## src/rtl/id_ex_stage_pkg.sv

```systemverilog
// -----------------------------------------------------------------------------
// id_ex_stage_pkg
// Shared definitions for the ID/EX pipeline register slice:
//   - XLEN           default datapath width
//   - CtrlW          width of the packed decode control word
//   - Ctrl*          bit positions inside the control word
//   - alu_op_e       ALU operation encodings carried in ctrl[3:0]
//   - ctrl_* helpers field extractors for the control word
// -----------------------------------------------------------------------------
package id_ex_stage_pkg;

    localparam int unsigned XLEN   = 32;
    localparam int unsigned RegW   = 5;
    localparam int unsigned CtrlW  = 10;

    // Control word layout: {reg_write, mem_read, mem_write, mem_to_reg,
    //                       alu_src, branch, alu_op[3:0]}
    localparam int unsigned CtrlRegWrite = 9;
    localparam int unsigned CtrlMemRead  = 8;
    localparam int unsigned CtrlMemWrite = 7;
    localparam int unsigned CtrlMemToReg = 6;
    localparam int unsigned CtrlAluSrc   = 5;
    localparam int unsigned CtrlBranch   = 4;
    localparam int unsigned CtrlAluOpMsb = 3;
    localparam int unsigned CtrlAluOpLsb = 0;

    typedef enum logic [3:0] {
        AluAdd  = 4'h0,
        AluSub  = 4'h1,
        AluAnd  = 4'h2,
        AluOr   = 4'h3,
        AluXor  = 4'h4,
        AluSll  = 4'h5,
        AluSrl  = 4'h6,
        AluSra  = 4'h7,
        AluSlt  = 4'h8,
        AluSltu = 4'h9,
        AluLui  = 4'hA,
        AluPass = 4'hB
    } alu_op_e;

    function automatic logic ctrl_mem_read(input logic [CtrlW-1:0] ctrl);
        return ctrl[CtrlMemRead];
    endfunction

    function automatic logic ctrl_reg_write(input logic [CtrlW-1:0] ctrl);
        return ctrl[CtrlRegWrite];
    endfunction

    function automatic alu_op_e ctrl_alu_op(input logic [CtrlW-1:0] ctrl);
        return alu_op_e'(ctrl[CtrlAluOpMsb:CtrlAluOpLsb]);
    endfunction

endpackage

```

## src/rtl/id_ex_stage_hazard_detect.sv

```systemverilog
// -----------------------------------------------------------------------------
// id_ex_stage_hazard_detect
// Combinational load-use hazard detection and decode-stall generation.
// Ports:
//   id_valid_i, id_rs1_i, id_rs2_i,
//   id_uses_rs1_i, id_uses_rs2_i   decode-stage instruction and its sources
//   ex_valid_i, ex_mem_read_i,
//   ex_rd_i                         instruction currently in EX
//   hold_i, flush_i                 downstream stall / redirect
//   lu_o                            load-use hazard (raw, ungated by flush/hold)
//   stall_id_o                      freeze PC and IF/ID this cycle
// -----------------------------------------------------------------------------
module id_ex_stage_hazard_detect
    import id_ex_stage_pkg::*;
(
    input  logic            id_valid_i,
    input  logic [RegW-1:0] id_rs1_i,
    input  logic [RegW-1:0] id_rs2_i,
    input  logic            id_uses_rs1_i,
    input  logic            id_uses_rs2_i,
    input  logic            ex_valid_i,
    input  logic            ex_mem_read_i,
    input  logic [RegW-1:0] ex_rd_i,
    input  logic            hold_i,
    input  logic            flush_i,
    output logic            lu_o,
    output logic            stall_id_o
);

    logic rs1_match;
    logic rs2_match;

    always_comb begin
        rs1_match = id_uses_rs1_i && (id_rs1_i == ex_rd_i);
        rs2_match = id_uses_rs2_i && (id_rs2_i == ex_rd_i);
        // ex_valid gating keeps a stale ex_rd from a bubble from raising a hazard
        lu_o = id_valid_i && ex_valid_i && ex_mem_read_i && (ex_rd_i != '0)
               && (rs1_match || rs2_match);
        // A redirect kills the decode instruction, so there is nothing to stall
        stall_id_o = (lu_o || hold_i) && !flush_i;
    end

endmodule

```

## src/rtl/id_ex_stage.sv

```systemverilog
// -----------------------------------------------------------------------------
// id_ex_stage
// ID/EX pipeline register with writeback bypass into the captured operands,
// load-use bubble insertion and a saturating bubble counter.
// Ports:
//   clk, reset                        clock, asynchronous active-high reset
//   id_valid, id_pc, id_imm, id_rs1,
//   id_rs2, id_rd, id_uses_rs1/2,
//   id_ctrl                           decoded instruction
//   rf_rdata1, rf_rdata2              combinational register-file read data
//   wb_reg_write, wb_rd, wb_data      writeback port (bypass source)
//   flush                             redirect from EX, kills decode instr
//   hold                              downstream stall, freezes this stage
//   stall_id                          freeze PC and IF/ID this cycle
//   ex_*                              registered EX-stage fields
//   bubble_count                      saturating count of load-use bubbles
// Edge priority: flush > hold > load-use bubble > capture.
// -----------------------------------------------------------------------------
module id_ex_stage #(
    parameter int unsigned XLEN = id_ex_stage_pkg::XLEN
) (
    input  logic                                clk,
    input  logic                                reset,
    input  logic                                id_valid,
    input  logic [XLEN-1:0]                     id_pc,
    input  logic [XLEN-1:0]                     id_imm,
    input  logic [4:0]                          id_rs1,
    input  logic [4:0]                          id_rs2,
    input  logic [4:0]                          id_rd,
    input  logic                                id_uses_rs1,
    input  logic                                id_uses_rs2,
    input  logic [XLEN-1:0]                     rf_rdata1,
    input  logic [XLEN-1:0]                     rf_rdata2,
    input  logic [id_ex_stage_pkg::CtrlW-1:0]   id_ctrl,
    input  logic                                wb_reg_write,
    input  logic [4:0]                          wb_rd,
    input  logic [XLEN-1:0]                     wb_data,
    input  logic                                flush,
    input  logic                                hold,
    output logic                                stall_id,
    output logic                                ex_valid,
    output logic [XLEN-1:0]                     ex_pc,
    output logic [XLEN-1:0]                     ex_imm,
    output logic [XLEN-1:0]                     ex_op1,
    output logic [XLEN-1:0]                     ex_op2,
    output logic [4:0]                          ex_rs1,
    output logic [4:0]                          ex_rs2,
    output logic [4:0]                          ex_rd,
    output logic [id_ex_stage_pkg::CtrlW-1:0]   ex_ctrl,
    output logic [31:0]                         bubble_count
);

    import id_ex_stage_pkg::*;

    logic             lu;

    logic [XLEN-1:0]  op1_byp;
    logic [XLEN-1:0]  op2_byp;

    logic             ex_valid_q, ex_valid_d;
    logic [XLEN-1:0]  ex_pc_q, ex_pc_d;
    logic [XLEN-1:0]  ex_imm_q, ex_imm_d;
    logic [XLEN-1:0]  ex_op1_q, ex_op1_d;
    logic [XLEN-1:0]  ex_op2_q, ex_op2_d;
    logic [RegW-1:0]  ex_rs1_q, ex_rs1_d;
    logic [RegW-1:0]  ex_rs2_q, ex_rs2_d;
    logic [RegW-1:0]  ex_rd_q, ex_rd_d;
    logic [CtrlW-1:0] ex_ctrl_q, ex_ctrl_d;
    logic [31:0]      bubble_count_q, bubble_count_d;

    id_ex_stage_hazard_detect hazard_detect (
        .id_valid_i    (id_valid),
        .id_rs1_i      (id_rs1),
        .id_rs2_i      (id_rs2),
        .id_uses_rs1_i (id_uses_rs1),
        .id_uses_rs2_i (id_uses_rs2),
        .ex_valid_i    (ex_valid_q),
        .ex_mem_read_i (ctrl_mem_read(ex_ctrl_q)),
        .ex_rd_i       (ex_rd_q),
        .hold_i        (hold),
        .flush_i       (flush),
        .lu_o          (lu),
        .stall_id_o    (stall_id)
    );

    // Writeback bypass: the register file is read in the same cycle it is
    // written, so forward the writeback value. x0 never forwards.
    always_comb begin
        op1_byp = rf_rdata1;
        op2_byp = rf_rdata2;
        if (wb_reg_write && (wb_rd != '0) && (wb_rd == id_rs1)) begin
            op1_byp = wb_data;
        end
        if (wb_reg_write && (wb_rd != '0) && (wb_rd == id_rs2)) begin
            op2_byp = wb_data;
        end
    end

    always_comb begin
        ex_valid_d     = ex_valid_q;
        ex_pc_d        = ex_pc_q;
        ex_imm_d       = ex_imm_q;
        ex_op1_d       = ex_op1_q;
        ex_op2_d       = ex_op2_q;
        ex_rs1_d       = ex_rs1_q;
        ex_rs2_d       = ex_rs2_q;
        ex_rd_d        = ex_rd_q;
        ex_ctrl_d      = ex_ctrl_q;
        bubble_count_d = bubble_count_q;

        if (flush) begin
            ex_valid_d = 1'b0;
            ex_pc_d    = '0;
            ex_imm_d   = '0;
            ex_op1_d   = '0;
            ex_op2_d   = '0;
            ex_rs1_d   = '0;
            ex_rs2_d   = '0;
            ex_rd_d    = '0;
            ex_ctrl_d  = '0;
        end else if (hold) begin
            // Everything retains its value.
        end else if (lu) begin
            // Bubble: only valid and ctrl matter; the data fields are ignored
            // downstream while ex_valid is low.
            ex_valid_d = 1'b0;
            ex_ctrl_d  = '0;
            if (bubble_count_q != 32'hFFFF_FFFF) begin
                bubble_count_d = bubble_count_q + 32'd1;
            end
        end else begin
            ex_valid_d = id_valid;
            ex_pc_d    = id_pc;
            ex_imm_d   = id_imm;
            ex_op1_d   = op1_byp;
            ex_op2_d   = op2_byp;
            ex_rs1_d   = id_rs1;
            ex_rs2_d   = id_rs2;
            ex_rd_d    = id_rd;
            ex_ctrl_d  = id_valid ? id_ctrl : '0;
        end
    end

    always_ff @(posedge clk or posedge reset) begin
        if (reset) begin
            ex_valid_q     <= 1'b0;
            ex_pc_q        <= '0;
            ex_imm_q       <= '0;
            ex_op1_q       <= '0;
            ex_op2_q       <= '0;
            ex_rs1_q       <= '0;
            ex_rs2_q       <= '0;
            ex_rd_q        <= '0;
            ex_ctrl_q      <= '0;
            bubble_count_q <= '0;
        end else begin
            ex_valid_q     <= ex_valid_d;
            ex_pc_q        <= ex_pc_d;
            ex_imm_q       <= ex_imm_d;
            ex_op1_q       <= ex_op1_d;
            ex_op2_q       <= ex_op2_d;
            ex_rs1_q       <= ex_rs1_d;
            ex_rs2_q       <= ex_rs2_d;
            ex_rd_q        <= ex_rd_d;
            ex_ctrl_q      <= ex_ctrl_d;
            bubble_count_q <= bubble_count_d;
        end
    end

    assign ex_valid     = ex_valid_q;
    assign ex_pc        = ex_pc_q;
    assign ex_imm       = ex_imm_q;
    assign ex_op1       = ex_op1_q;
    assign ex_op2       = ex_op2_q;
    assign ex_rs1       = ex_rs1_q;
    assign ex_rs2       = ex_rs2_q;
    assign ex_rd        = ex_rd_q;
    assign ex_ctrl      = ex_ctrl_q;
    assign bubble_count = bubble_count_q;

endmodule

```

## config.mk

```make
export PLATFORM = sky130hd
export DESIGN_NAME = id_ex_stage
export DESIGN_NICKNAME = d
export VERILOG_FILES = /design/src/rtl/id_ex_stage_pkg.sv /design/src/rtl/id_ex_stage_hazard_detect.sv /design/src/rtl/id_ex_stage.sv
export SDC_FILE = /design/constraint.sdc
export NUM_CORES = 1
export LEC_CHECK = 0
export ABC_CLOCK_PERIOD_IN_PS = 12200
export BUFFER_PORTS_ARGS = -buffer_cell sky130_fd_sc_hd__buf_2
export CORE_MARGIN = 4
export CORE_UTILIZATION = 35
export CTS_CLUSTER_DIAMETER = 120
export DETAILED_ROUTE_END_ITERATION = 16
export GPL_ROUTABILITY_DRIVEN = 0
export PLACE_DENSITY = 0.59
export SLEW_MARGIN = 15
export SYNTH_ARGS = -nofsm -noshare
export SYNTH_HDL_FRONTEND = slang
export SYNTH_HIERARCHICAL = 1
export SYNTH_SLANG_ARGS = --single-unit
```

## constraint.sdc

```tcl
create_clock -name clk -period 12.2 [get_ports clk]
set_input_delay 0 -clock clk [delete_from_list [all_inputs] [get_ports clk]]
set_output_delay 0 -clock clk [all_outputs]
set_load 0.1 [all_outputs]
```

**Yosys cells after proc, flatten, opt, wreduce, memory -nomap -nowiden**

Cells that the tools add are included.

- Bits in registers: 186
- Input bits: 198
- Output and inout port bits: 187
- Word-level logic and storage cells: 67

- $add $sub $neg: 1
- Equal/unequal tests: 7
- Multiplexer cells: 30
- Bitwise operators: 2
- Reduce and logical (&&, ||, !) cells: 17

Operator list:

| operator | count |
|---|---|
| 32-bit two-way mux | 14 |
| 5-bit two-way mux | 9 |
| 10-bit two-way mux | 4 |
| 32-bit by 1-bit adder with 32-bit output, second input constant | 1 |
| 32-bit inequality test, second input constant | 1 |
| 5-bit equality test | 4 |
| 1-bit logical AND | 10 |
| 5-bit nonzero test | 2 |
| 2-bit inequality test, second input constant | 2 |
| 4-bit AND reduction | 1 |
| 1-bit two-way mux | 3 |
| 1-bit logical OR | 2 |
| 1-bit inverter | 2 |
| 2-bit AND reduction | 1 |
| 1-bit logical NOT | 1 |

**Longest topological paths before layout**

- Depth in word-level cells: 7
- Depth in mapped cells: 10
- Depth with buffers taken out: 9

**By module**

Netlist, hierarchy kept.

Modules (own cells, without submodules):

| module | instances | cells each | area each (um^2) | seq. area each (um^2) |
|---|---|---|---|---|
| id_ex_stage | 1 | 660 | 7790.0 | 4654.5 |
| id_ex_stage_hazard_detect | 1 | 19 | 166.4 | 0.0 |

**Worst setup path before layout**

OpenSTA, ideal clock, no wires.

- Kind: reg-to-reg
- Start point: register ex_rd_q[3], in the netlist ex_rd[3]
- End point: register bubble_count_q[28], in the netlist bubble_count[28]
- Library setup time: 159 ps
- Arrival: 3206 ps
- Required time: 12041 ps
- Slack: 8836 ps
- Stages on the path, launching flop included: 11
- Buffers on the path: 1
- Clock period less this slack: 3364 ps
- Cell sequence: dfrtp_1 -> xor2_1 -> nor4_2 -> a32oi_1 -> nor2_1 -> or3b_2 -> clkbuf_1 -> nor4b_2 -> and3_1 -> nand3_1 -> xnor2_1

- Word-level cells in the longest chain between the ends: 5
- Elaborated cells on any way between the ends: 9
- Those cells by class: eq/ne (2); reduce/logical (7)

RTL lines:

| what | line | RTL |
|---|---|---|
| start, declared | id_ex_stage.sv:67 | `logic [RegW-1:0] ex_rd_q, ex_rd_d;` |
| start signal, assigned | id_ex_stage.sv:164 | `ex_rd_q <= ex_rd_d;` |
| 5-bit equality test, on equally long branches | id_ex_stage_hazard_detect.sv:34, id_ex_stage_hazard_detect.sv:35 |  |
| 1-bit logical AND, on equally long branches | id_ex_stage_hazard_detect.sv:34, id_ex_stage_hazard_detect.sv:35 |  |
| 1-bit logical OR | id_ex_stage_hazard_detect.sv:38 | `&& (rs1_match \|\| rs2_match);` |
| 1-bit logical AND (*) | id_ex_stage_hazard_detect.sv:38 |  |
| net lu | id_ex_stage.sv:55 | `logic lu;` |
| 4-bit AND reduction (no line) (*) | -- |  |
| end signal, assigned | id_ex_stage.sv:166 | `bubble_count_q <= bubble_count_d;` |
| end, declared | id_ex_stage.sv:69 | `logic [31:0] bubble_count_q, bubble_count_d;` |

Mark *: on every way through the listed nets, which the timed path passes. The rest lies on a longest branch.
A chain may end at the register's enable or synchronous reset.

**Worst setup path in the final report**

- Start point: register ex_rd_q[0], in the netlist ex_rd[0]
- End point: register ex_rs2_q[0], in the netlist ex_rs2[0]

- Word-level cells in the longest chain between the ends: 6
- Elaborated cells on any way between the ends: 10
- Those cells by class: eq/ne (3); reduce/logical (7)

RTL lines:

| what | line | RTL |
|---|---|---|
| 5-bit equality test, on equally long branches | id_ex_stage_hazard_detect.sv:34, id_ex_stage_hazard_detect.sv:35 |  |
| 1-bit logical AND, on equally long branches | id_ex_stage_hazard_detect.sv:34, id_ex_stage_hazard_detect.sv:35 |  |
| 1-bit logical OR | id_ex_stage_hazard_detect.sv:38 |  |
| 1-bit logical AND (*) | id_ex_stage_hazard_detect.sv:38 |  |
| net lu | id_ex_stage.sv:55 |  |
| 2-bit inequality test (no line) (*) | -- |  |
| 2-bit AND reduction (no line) (*) | -- |  |
| end signal, assigned | id_ex_stage.sv:163 | `ex_rs2_q <= ex_rs2_d;` |
| end, declared | id_ex_stage.sv:66 | `logic [RegW-1:0] ex_rs2_q, ex_rs2_d;` |

Marks and branches as above.

==> flow_metrics.py <==
metrics = {
    "detailed_routing": {
        "dr.first_iter.drc_count": 538,
        "drc": 0,
        "totalWireLength_um": 29600,
        "wl_per_cell_um": 19.0,
        "route.detailed.vias_per_inst": 5.05,
        "dr.pass1.iters": 5,
        "routed-via-count": 7880,
        "drtAntennaViolNets": 0,
    },
    "cts": {
        "clock_tree_from_tritoncts": "built",
        "cts_max_level": 4,
        "cts-root-to-sink-buffers": 2,
        "clock_sinks": 186,
        "clock_insertion_delay_worst_skew_ps": 440,
        "worst_setup_hold_path_clk_slew_ps": 70,
        "cts_root_buf": "clkbuf_16",
        "cts_inserted_buffers": 17,
        "count_of_buffers_added_by_post_cts_timing_repair_for_setup": 0,
    },
    "floorplanning": {
        "placeableCoreArea_um2": 22100,
        "initial_utilization": 0.360,
        "die_height_um": 159,
        "dieArea_um2": 25200,
        "rows": 54,
        "die_width_um": 159,
        "io_pins": 385,
    },
    "logic_synthesis": {
        "netlist-cell-type-count": 40,
        "synthCells": 679,
        "ys_top_cells_by_area": "dfrtp_1, a22o_1, mux2i_1",
        "synth_top_cell_by_area": "dfrtp_1",
        "synth.yosys.seq_area_share": 0.585,
        "postSynthAreaPerCell_um2": 11.7,
        "yosysWarningCount": 6,
        "yosys.area.top_type_share": 0.585,
        "synth_nets": 878,
        "yosys_register_bits": 186,
        "post_synth_instance_area_um2": 7960,
    },
    "hold_path": {
        "min_to": "bubble_count[14]",
        "holdPathStages": 4,
        "timing.hold.worst.class": "in2reg",
        "worstHoldStart": "hold",
    },
    "pwr": {
        "ir_drop_mv": 0.0803,
        "power_density_nw_per_um2": 127,
        "leakage_nw": 6.45,
    },
    "worst_setup_path": {
        "r2r_slack_ps": 8880,
        "worst_ep_arrival_time_ps": 3690,
        "worstRegToRegCells": 8,
        "start_kind": "flip-flop",
        "regToRegEndpoint": "ex_rs2[0]",
        "crit_fanout": 107,
        "path_class": "reg2reg",
        "crit_path_start": "ex_rd[0]",
        "worstSetupEndpointType": "flip-flop",
        "worstPathRequired_ps": 12570,
        "critical_path.reg2reg.startpoint": "ex_rd[0]",
    },
    "global_route": {
        "gr-usage-all-layers": 0.234,
        "globalRoute.totalOverflow": 0,
        "number_of_antenna_violations_at_the_first_check_in_global_routing": 4,
        "number_of_global_route_vias_before_repair": 8374,
        "grt_first_pass_wirelength_um": 47500,
        "grt_max_degree": 125,
    },
    "finish": {
        "mostFrequentLayoutCell": "buf_2",
        "final_cell_count_no_fill": 1560,
        "layout.cells.most_common_list": "buf_2, dlygate4sd3_1, dfrtp_1",
        "num-nets-final": 1462,
        "area_growth_syn_to_layout_pct": 62.4,
        "finalCoreUtilization": 0.585,
        "drive_gt1_frac": 0.343,
    },
    "place": {
        "placed_cells_incl_taps": 1306,
        "placement.io_buffers": 384,
        "dp.final_hpwl_um": 19000,
    },
    "sta": {
        "clock.fmax_mhz": 301,
        "timing_worst_slew_pin_value_ps": 1050,
        "maxSlewViolCount": 0,
        "final.setup.tns_ps": 0,
        "layout_worst_path_cycle_share": 0.272,
        "setup_violations": 0,
        "slew_hr": 0.297,
        "skew_ps": 17.8,
        "final_period_minus_worst_setup_slack_ps": 3320,
        "grt_setup_unrepaired": "false",
        "final_hold_viol_count": 0,
    },
    "job": {
        "maxCapViolations": 0,
    },
    "outcome": {
        "status": "complete, no violations",
    },
}
==> state kept, by name (all words and copies together), names as in the netlist <==
signal / cells
ex_valid: 1
ex_imm: 32
ex_pc: 32
ex_op2: 32
ex_rs2: 5
bubble_count: 32
ex_rs1: 5
ex_op1: 32
ex_ctrl: 10
ex_rd: 5
==> critical path: stages (launching register included) <==
cell and delay [ps]:
dfrtp_1 450, xor2_1 180, nor4_1 290, a32oi_1 150, nor2_1 300, nor2_1 130
nor2_4 680, buf_6 720, a22o_1 260
==> metal layers <==
layer	routed length [µm]	up-vias	global-route usage
met5	0	-	0
met4	1060	0	0.0943
met3	2140	74	0.0757
met2	14700	334	0.385
met1	11700	3841	0.287
li1	-	3631	-
==> how the worst max path moves through the flow <==
stage / slack (ps) / end / cells past startpoint
2_1_floorplan: 7140 / bubble_count[0] / 1
3_3_place_gp: 8600 / ex_imm[27] / 8
3_5_place_dp: 8550 / ex_pc[14] / 8
4_1_cts: 8510 / ex_imm[14] / 8
5_1_grt: 8380 / ex_op2[13] / 9
6_report: 8880 / ex_rs2[0] / 8
==> timing repair <==
| action | in CTS | in global routing |
|---|---|---|
| hold buffers | 218 | 0 |
| gates resized for setup | 0 | 0 |
| endpoints found under the hold margin | 276 | 0 |
==> per-stage QoR <==
stage          power [mW]  hold slack [ps]  setup slack (ps)  area, µm²
6_report             1.64             80.7              8880      12900
5_1_grt              1.70             94.4              8380      12900
4_1_cts              1.65             75.9              8510      12900
3_5_place_dp         1.04              221              8550      10100
3_3_place_gp         1.04              216              8600      10100
2_1_floorplan       0.942              133              7140       7960
==> cell usage after synthesis (all sizes together) <==
| cell type | instances |
|---|---|
| a21oi | 2 |
| a22o | 89 |
| o21ai | 65 |
| nor4b | 1 |
| nor3b | 1 |
| a32oi | 1 |
| or3 | 1 |
| mux2 | 2 |
| or4 | 4 |
| o31ai | 1 |
| and4 | 2 |
| buf | 10 |
| xnor2 | 24 |
| o2111ai | 1 |
| a31oi | 1 |
| nand3 | 13 |
| o22ai | 1 |
| ha | 1 |
| inv | 4 |
| nor4 | 8 |
| or3b | 1 |
| nand2b | 1 |
| and3 | 3 |
| nand2 | 78 |
| dfrtp | 186 |
| nor2b | 1 |
| nand4 | 23 |
| mux2i | 64 |
| nor2 | 21 |
| and2 | 3 |
| o211ai | 1 |
| clkbuf | 33 |
| nor3 | 7 |
| a21o | 1 |
| xor2 | 24 |
==> cell type report <==
type,instances,area (µm²)
Tap cell,280,350
Timing Repair Buffer,608,4150
Clock inverter,12,123
Fill cell,1862,9170
Multi-Input combinational cell,446,3140
Inverter,4,22.5
Sequential cell,186,4650
Clock buffer,20,467
Antenna cell,4,10.0
==> where the power goes <==
group          switching (mW)  leakage (nW)  internal [mW]  total (mW)
sequential             0.0167          2.49          0.645       0.661
clock                   0.263         0.292          0.288       0.551
combinational           0.308          3.67          0.116       0.425
==> logic make-up (layout without fill, tap and decap cells) <==
family,Yosys count,count (layout),synth area share
XOR/XNOR,48,48,0.0528
flip-flops,186,186,0.585
other,0,4,0
AO/OA/AOI/OAI,163,163,0.148
multiplexers,66,66,0.0833
AND/OR/NAND/NOR,168,168,0.105
adder cells (fa/ha/maj),1,1,0.00157
buffers and inverters,47,644,0.0242
Note: power is estimated with default switching activity, not from simulation.
